<file path="config.mk">
export PLATFORM = sky130hd
export DESIGN_NAME = cpu_run_monitor
export DESIGN_NICKNAME = d
export VERILOG_FILES = /design/src/rtl/cpu_run_monitor.sv
export SDC_FILE = /design/constraint.sdc
export NUM_CORES = 1
export LEC_CHECK = 0
export BUFFER_PORTS_ARGS = -buffer_cell sky130_fd_sc_hd__buf_4
export CORE_MARGIN = 3
export CORE_UTILIZATION = 30
export DETAILED_ROUTE_END_ITERATION = 8
export HOLD_SLACK_MARGIN = 0.03
export MAX_ROUTING_LAYER = met4
export PLACE_DENSITY_LB_ADDON = 0.3
export SYNTH_ARGS = -nofsm -noshare
export SYNTH_HDL_FRONTEND = slang
export SYNTH_SLANG_ARGS = --single-unit
</file>
<file path="constraint.sdc">
create_clock -name clk -period 2.55 [get_ports clk]
set_clock_uncertainty 0.1 [all_clocks]
set_input_delay 0.51 -clock clk [delete_from_list [all_inputs] [get_ports clk]]
set_output_delay 0.51 -clock clk [all_outputs]
set_load 0.01 [all_outputs]
</file>
<file path="src/rtl/cpu_run_monitor.sv">
// cpu_run_monitor: watches a CPU fetch stream from the reset vector to the halt address
// and reports a sticky done/pass/fail verdict, with a cycle timeout and a misaligned-fetch trap.
module cpu_run_monitor #(
  parameter logic [31:0] RESET_VECTOR   = 32'hBFC00000,
  parameter logic [31:0] HALT_ADDRESS   = 32'h00000000,
  parameter int          TIMEOUT_CYCLES = 200,
  parameter int          CYCLE_W        = 16
) (
  input  logic               clk,
  input  logic               reset,
  input  logic               clk_enable,
  input  logic               active,
  input  logic [31:0]        instr_address,
  input  logic [31:0]        register_v0,
  input  logic               check_enable,
  input  logic [31:0]        expected_v0,
  output logic [2:0]         state,
  output logic               done,
  output logic               pass,
  output logic               fail,
  output logic               timeout,
  output logic [CYCLE_W-1:0] cycle_count,
  output logic [31:0]        captured_v0
);
  localparam logic [2:0] S_IDLE    = 3'd0;
  localparam logic [2:0] S_RUN     = 3'd1;
  localparam logic [2:0] S_HALTED  = 3'd2;
  localparam logic [2:0] S_TIMEOUT = 3'd3;
  localparam logic [2:0] S_FAULT   = 3'd4;
  logic [2:0]         state_q, state_d;
  logic [CYCLE_W-1:0] cycle_count_q, cycle_count_d;
  logic [31:0]        captured_v0_q, captured_v0_d;
  logic               pass_q, pass_d, fail_q, fail_d;
  logic               halt, fault, expire, match;
  always_comb begin
    halt = !active || instr_address == HALT_ADDRESS;
    fault = |instr_address[1:0];
    expire = cycle_count_q == CYCLE_W'(TIMEOUT_CYCLES - 1);
    match = !check_enable || register_v0 == expected_v0;
    state_d = state_q;
    cycle_count_d = cycle_count_q;
    captured_v0_d = captured_v0_q;
    pass_d = pass_q;
    fail_d = fail_q;
    if (state_q == S_IDLE && active && instr_address == RESET_VECTOR) begin
      state_d = S_RUN;
      cycle_count_d = CYCLE_W'(1);
    end else if (state_q == S_RUN) begin
      // halt outranks fault, both outrank timeout; the exit edge leaves the count as it was
      if (halt || fault) begin
        state_d = halt ? S_HALTED : S_FAULT;
        captured_v0_d = register_v0;
        pass_d = halt && match;
        fail_d = !(halt && match);
      end else if (expire) begin
        state_d = S_TIMEOUT;
        fail_d = 1'b1;
      end else begin
        cycle_count_d = cycle_count_q + CYCLE_W'(!(&cycle_count_q));
      end
    end
  end
  always_ff @(posedge clk or posedge reset) begin
    if (reset) begin
      state_q <= S_IDLE;
      cycle_count_q <= '0;
      captured_v0_q <= '0;
      pass_q <= 1'b0;
      fail_q <= 1'b0;
    end else if (clk_enable) begin
      state_q <= state_d;
      cycle_count_q <= cycle_count_d;
      captured_v0_q <= captured_v0_d;
      pass_q <= pass_d;
      fail_q <= fail_d;
    end
  end
  assign state = state_q;
  assign pass = pass_q;
  assign fail = fail_q;
  assign done = pass_q | fail_q;
  assign timeout = state_q == S_TIMEOUT;
  assign cycle_count = cycle_count_q;
  assign captured_v0 = captured_v0_q;
endmodule
</file>
==> results.sh, run 1 <==
export IMPL_fmax_mhz=429
export IMPL_ios=156
export IMPL_wire_per_inst_um=15.4
export IMPL_cts_root_buf="clkbuf_8"
export IMPL_cts_tree="done"
export IMPL_synth_common_cells="dfrtp_1 (53), xnor2_1 (32), mux2_4 (28)"
export IMPL_netlist_cell_type_count=41
export IMPL_synth_seq_cells=53
export IMPL_std_cell_rows=36
export IMPL_yosys_warnings=0
export IMPL_num_vias=2859
export IMPL_crit_type="reg -> reg"
export IMPL_vdd_drop_max_mv=0.226
export IMPL_critPathTopFamily="simple AND/OR/NAND/NOR gates"
export IMPL_postCtsSetupRepairBufs=0
export IMPL_max_stage_delay_ns=0.43
export IMPL_dr_pass1_iters=4
export IMPL_design_die_area_um2=11300
export IMPL_ctsResizeCount=0
export IMPL_hpwl_mm=7.17
export IMPL_synth_cells=275
export IMPL_cts_sinks=53
export IMPL_tns_ns=0
export IMPL_period_share_pct=91.4
export IMPL_synth_edf_count=0
export IMPL_endpoint_kind="flip-flop"
export IMPL_cts_max_level=2
export IMPL_period_needed_ns=2.33
export IMPL_status="complete, no violations"
export IMPL_synth_avg_cell_area_um2=11.0
export IMPL_gr_usage_all_layers_pct=16.0
export IMPL_finalHoldViolations=0
export IMPL_setup_viol=0
export IMPL_antenna_found_initial=0
export IMPL_synth_top_cells_by_area="dfrtp_1 (44%), mux2_4 (14%), xnor2_1 (9.2%)"
export IMPL_core_um2=9820
export IMPL_cp_arrival_ns=2.46
export IMPL_drive_above_1_share_pct=50.1
export IMPL_clkLatencyLatePin_ns=0.30
export IMPL_startpoint_type="flip-flop"
export IMPL_syn_nets=378
export IMPL_drtAntennaViolNets=0
export IMPL_slowest_stage="or3_1"
export IMPL_area_delta_synth_final_pct=50.5
export IMPL_wirelength_mm=8.97
export IMPL_clkSlewWorstSetupHoldPaths_ns=0.10
export IMPL_synth_most_common_cell="dfrtp_1"
export IMPL_ctsHoldBuffers=0
export IMPL_path_buf_inv=2
export IMPL_relSlewSlack_pct=56.0
export IMPL_die_w_um=107
export IMPL_overflow=0
export IMPL_nets=551
export IMPL_whs_ns=0.283
export IMPL_antenna_cells=0
export IMPL_min_path_type="in -> async"
export IMPL_drtIter0Drc=80
export IMPL_place_congestion=0.844
export IMPL_async_reset_ff_share_pct=100
export IMPL_numPortBuffers=155
export IMPL_p_per_area_nw_per_um2=343
export IMPL_initial_core_util_pct=30.9
export IMPL_cts_buffers=5
export IMPL_synth_top_area_cell="dfrtp_1"
export IMPL_route_detailed_drc=0
export IMPL_ys_seq_area_share_pct=43.7
export IMPL_drv_cap=0
export IMPL_p_leak_nw=2.26
export IMPL_synth_area_um2=3030
export IMPL_slew_violations=0
export IMPL_rsz0062_at_grt="false"
export IMPL_first_global_vias=2861
export IMPL_synth_top_cell_area_share_pct=43.7
export IMPL_grt_pass1_wl_mm=14.1
export IMPL_worstPathMaxFanout=6
export IMPL_die_h_um=107
export IMPL_clk_path_buf_depth=2
export IMPL_ys_flop_type="dfrtp_1"
export IMPL_worstPathRequired_ns=2.68
export IMPL_tightest_slew_ns=0.659
export IMPL_path_cells="inv_1 > or3_1 > or3_1 > ha_1 > buf_4 > nand2_1 > nor3_1 > a21oi_1 > o21ai_0 > o21ai_0"
export IMPL_viasPerCell=4.91
export IMPL_grt_start_max_net_pins=54
power breakdown:
| group | internal [mW] | leakage, nW | switching (mW) |
|---|---|---|---|
| Sequential | 0.840 | 0.741 | 0.0000000227 |
| Combinational | 0.140 | 1.47 | 0.0865 |
| Clock | 0.221 | 0.0512 | 0.278 |
cell usage in the layout (no fill, tap or decap), types with 2 or more instances in the layout:
master and instances:
a21o_1 2, a21oi_1 8, mux2_2 4, dfrtp_1 53, mux2_4 28, and2_1 3, nand4_1 17, and3_1 5
clkbuf_8 6, nor3_1 4, o41ai_1 2, inv_1 3, nor2_1 10, buf_4 175, or2_2 2, or3_1 4
a41oi_1 4, nand2_1 14, nand3_1 16, o21ai_0 18, nand4b_1 2, a31oi_1 5, nor4_1 9, xnor2_1 32
o31ai_1 2, and4_1 2, ha_1 2
sequential cells by signal, summed over array words and instances (netlist names):
name	flops
captured_v0	32
cycle_count	16
state	3
fail	1
pass	1
per-stage QoR:
step                      worst slack, ns  total power [mW]  std cells  instance area (µm²)  utilization, %
after floorplan                     0.115             0.928        275                 3030               -
after global placement             0.0394              1.08        574                 4470            45.5
after detailed placement           0.0108              1.09        574                 4470            45.5
after CTS                           0.241              1.59        582                 4560            46.5
after global routing               0.0694              1.64        582                 4560            46.5
final                               0.220              1.56        582                 4560            46.5
metal layers:
metal / part of all wire, % / wire [µm] / up-vias / GRT usage, %
met1: 43 / 3890 / 1361 / 20.2
li1: - / - / 1372 / -
met3: 6.6 / 590 / 6 / 3.16
met2: 49 / 4420 / 120 / 26.7
met5: 0 / 0 / - / -
met4: 0.77 / 69 / 0 / 3.38
path summary, 6_finish.rpt:
check / start / end / slack, ns / depth (start not counted)
min reg2reg: captured_v0[15] / captured_v0[15] / 0.42 / 1
min: reset / cycle_count[6] / 0.28 / 3
min in group clk: register_v0[11] / captured_v0[11] / 0.34 / 2
max in group asynchronous: reset / state[0] / 1.64 / 3
max reg2reg: cycle_count[5] / cycle_count[9] / 0.22 / 10
max: cycle_count[5] / cycle_count[9] / 0.22 / 10
worst register-to-register path: cells and delay by family, from the launching register on:
family / cells / cell delay [ns]
buffers and inverters: 2 / 0.26
flip-flops: 1 / 0.41
adder cells (fa/ha/maj): 1 / 0.21
AND/OR/NAND/NOR: 4 / 0.94
AO/OA/AOI/OAI: 3 / 0.32
cell type report:
type | instances | area, µm²
sequential | 53 | 1330
clock buffer | 6 | 82.6
multi-input combinational | 208 | 1620
timing repair buffer | 176 | 1330
inverter | 4 | 15.0
clock inverter | 2 | 13.8
fill | 938 | 5260
tap | 133 | 166
kinds of logic (layout without fill, tap and decap cells):
family,count (synthesis),after routing,share of synthesized area [%]
buffers and inverters,14,188,2.76
AO/OA/AOI/OAI,48,48,10.2
adder cells (fa/ha/maj),2,2,0.825
multiplexers,32,32,15.4
XOR/XNOR,32,32,9.24
flip-flops,53,53,43.7
AND/OR/NAND/NOR,94,94,17.9
No activity file was read; power rests on OpenSTA's default activity.
==> run 2: changes to the inputs <==
Settings changed: SETUP_SLACK_MARGIN from default to 0.4.
==> run 2 against run 1 <==
Effect of this change:
- cell count is 2.1% higher
- power is 5.0% higher
- flip-flop and latch count stayed put
- first-iteration DRC count is 44% higher
- combinational power is 2% higher
- sequential share of layout area is 1.7 points lower
- clock power is 15% higher
==> results.sh, run 2 (same netlist as run 1, synthesis figures left out) <==
export IMPL_status="complete, no violations"
export IMPL_grt_start_max_net_pins=35
export IMPL_numPortBuffers=155
export IMPL_crit_cells=7
export IMPL_initial_core_util_pct=30.9
export IMPL_fill_cells=914
export IMPL_tightest_slew_ns=0.419
export IMPL_period_share_pct=84.9
export IMPL_power_switching_mw=0.368
export IMPL_clockPowerShare_pct=34.8
export IMPL_dr_pass1_iters=4
export IMPL_critPathCapture="captured_v0[14]"
export IMPL_endpoint_kind="flip-flop"
export IMPL_p_leak_nw=2.38
export IMPL_slowest_stage="or4_4"
export IMPL_die_w_um=107
export IMPL_antenna_cells=0
export IMPL_area_delta_synth_final_pct=60.4
export IMPL_r2r_start="cycle_count[3]"
export IMPL_regToRegSetupSlack_ns=0.40
export IMPL_core_um2=9820
export IMPL_max_stage_delay_ns=0.53
export IMPL_worstPathRequired_ns=2.65
export IMPL_drv_cap=0
export IMPL_place_congestion=0.911
export IMPL_drtAntennaViolNets=0
export IMPL_clkLatencyLatePin_ns=0.31
export IMPL_wire_per_inst_um=16.0
export IMPL_setup_slack_ns=0.384
export IMPL_vdd_drop_max_mv=0.312
export IMPL_final_cell_mix="buf_4 (180), dfrtp_1 (50), xnor2_1 (32), mux2_4 (28), nand4_1 (17)"
export IMPL_first_global_vias=2955
export IMPL_viasPerCell=4.95
export IMPL_antenna_found_initial=0
export IMPL_startpoint_type="primary input"
export IMPL_cts_max_level=2
export IMPL_path_cells="buf_6 > or4_4 > nor4_4 > a31oi_2 > nand2b_4 > clkbuf_16 > mux2_4"
export IMPL_die_h_um=107
export IMPL_period_needed_ns=2.17
export IMPL_cts_tree="done"
export IMPL_pre_cts_ws_ns=-0.0392
export IMPL_grt_pass1_wl_mm=14.2
export IMPL_design_die_area_um2=11300
export IMPL_min_path_type="in -> async"
export IMPL_clk_path_buf_depth=2
export IMPL_switching_share_pct=22.4
export IMPL_setup_viol=0
export IMPL_p_per_area_nw_per_um2=338
export IMPL_regToRegEndpoint="cycle_count[2]"
export IMPL_cp_arrival_ns=2.26
export IMPL_critPathTopFamily="simple AND/OR/NAND/NOR gates"
export IMPL_final_cell_count_no_fill=594
export IMPL_reg2reg_depth=9
export IMPL_nets=564
export IMPL_overflow=0
export IMPL_crit_type="in -> reg"
export IMPL_wirelength_mm=9.51
export IMPL_intPower_mw=1.27
export IMPL_path_buf_inv=2
export IMPL_cts_sinks=53
export IMPL_fmax_mhz=462
export IMPL_sequentialPowerShare_pct=51.1
export IMPL_finalHoldViolations=0
export IMPL_placed_cells=567
export IMPL_largest_register_ffs=32
export IMPL_gr_usage_all_layers_pct=16.1
export IMPL_p_comb_share_pct=14.1
export IMPL_clkSlewWorstSetupHoldPaths_ns=0.10
export IMPL_drtIter0Drc=115
export IMPL_slew_violations=0
export IMPL_relSlewSlack_pct=72.0
export IMPL_worstPathMaxFanout=8
export IMPL_cts_root_buf="clkbuf_8"
export IMPL_hpwl_mm=7.14
export IMPL_route_detailed_drc=0
export IMPL_drive_above_1_share_pct=55.1
export IMPL_cts_buffers=5
export IMPL_tns_ns=0
export IMPL_num_vias=2942
export IMPL_ios=156
export IMPL_final_common_cell="buf_4"
export IMPL_std_cell_rows=36
export IMPL_critPathLaunch="instr_address[22]"
export IMPL_rsz0062_at_grt="true"
==> run 2: cell count changes in the layout (fill, tap and decap cells not counted), sizes merged <==
cell	before	now
buf	176	187
bufinv	0	1
clkbuf	6	7
clkinv	2	0
inv	4	5
==> run 2: layout make-up <==
class	count	area [µm²]	share of cell area, %
sequential	53	1330	27.3
inverter	4	17.5	0.360
clock buffer	5	68.8	1.41
timing repair buffer	189	1510	31.0
multi-input combinational	208	1730	35.6
tap	133	166	3.42
clock inverter	2	38.8	0.798
==> run 2: per-stage QoR <==
| stage | area, µm² | hold WS (ns) | utilization, % | total power [mW] |
|---|---|---|---|---|
| 6_report | 4860 | 0.0803 | 49.5 | 1.64 |
| 5_1_grt | 4860 | 0.0972 | 49.5 | 1.72 |
| 4_1_cts | 4680 | 0.0839 | 47.7 | 1.67 |
| 3_5_place_dp | 4470 | 0.395 | 45.6 | 1.09 |
| 3_3_place_gp | 4470 | 0.385 | 45.6 | 1.08 |
| 2_1_floorplan | 3090 | 0.430 | - | 0.928 |
==> run 2: per-layer routing <==
layer | GRT usage, % | routed length [µm] | vias up
met5 | - | 0 | -
met4 | 4.38 | 85 | 0
met3 | 3.22 | 631 | 12
met2 | 26.5 | 4860 | 145
met1 | 20.3 | 3930 | 1383
li1 | - | - | 1402
==> run 2: worst min path at each step <==
stage                    from              end  slack (ns)  cells after the start
2_1_floorplan            pass             pass        0.43                      1
5_1_grt                 reset  cycle_count[13]         0.1                      2
6_report                reset   cycle_count[5]        0.08                      2
3_5_place_dp   captured_v0[8]   captured_v0[8]        0.39                      1
4_1_cts                 reset  cycle_count[11]        0.08                      2
3_3_place_gp             pass             pass        0.39                      1
==> run 2: power groups by stage <==
stage	logic, mW	registers, mW	clock network, mW
2_1_floorplan	0.0720	0.856	0
6_report	0.231	0.840	0.572
5_1_grt	0.252	0.840	0.633
3_3_place_gp	0.227	0.856	0
4_1_cts	0.232	0.840	0.597
3_5_place_dp	0.231	0.856	0
==> run 2: timing repair <==
| item | in CTS | in global routing |
|---|---|---|
| pin swaps | 6 | 7 |
| setup endpoints to repair | 16 | 41 |
| buffers inserted | 9 | 7 |
| endpoints found under the hold margin | 0 | 0 |
| hold buffers | 0 | 0 |
| resized for setup | 6 | 20 |
| gates cloned | 0 | 4 |
==> run 2: worst register-to-register path, stage by stage (launching register included) <==
cell and delay (ns):
dfrtp_2 0.37, nand4_1 0.15, or3_4 0.40, or3_4 0.37
ha_4 0.20, inv_4 0.08, nor2_4 0.06, a41oi_2 0.20
o21ai_0 0.09, nand2_1 0.08
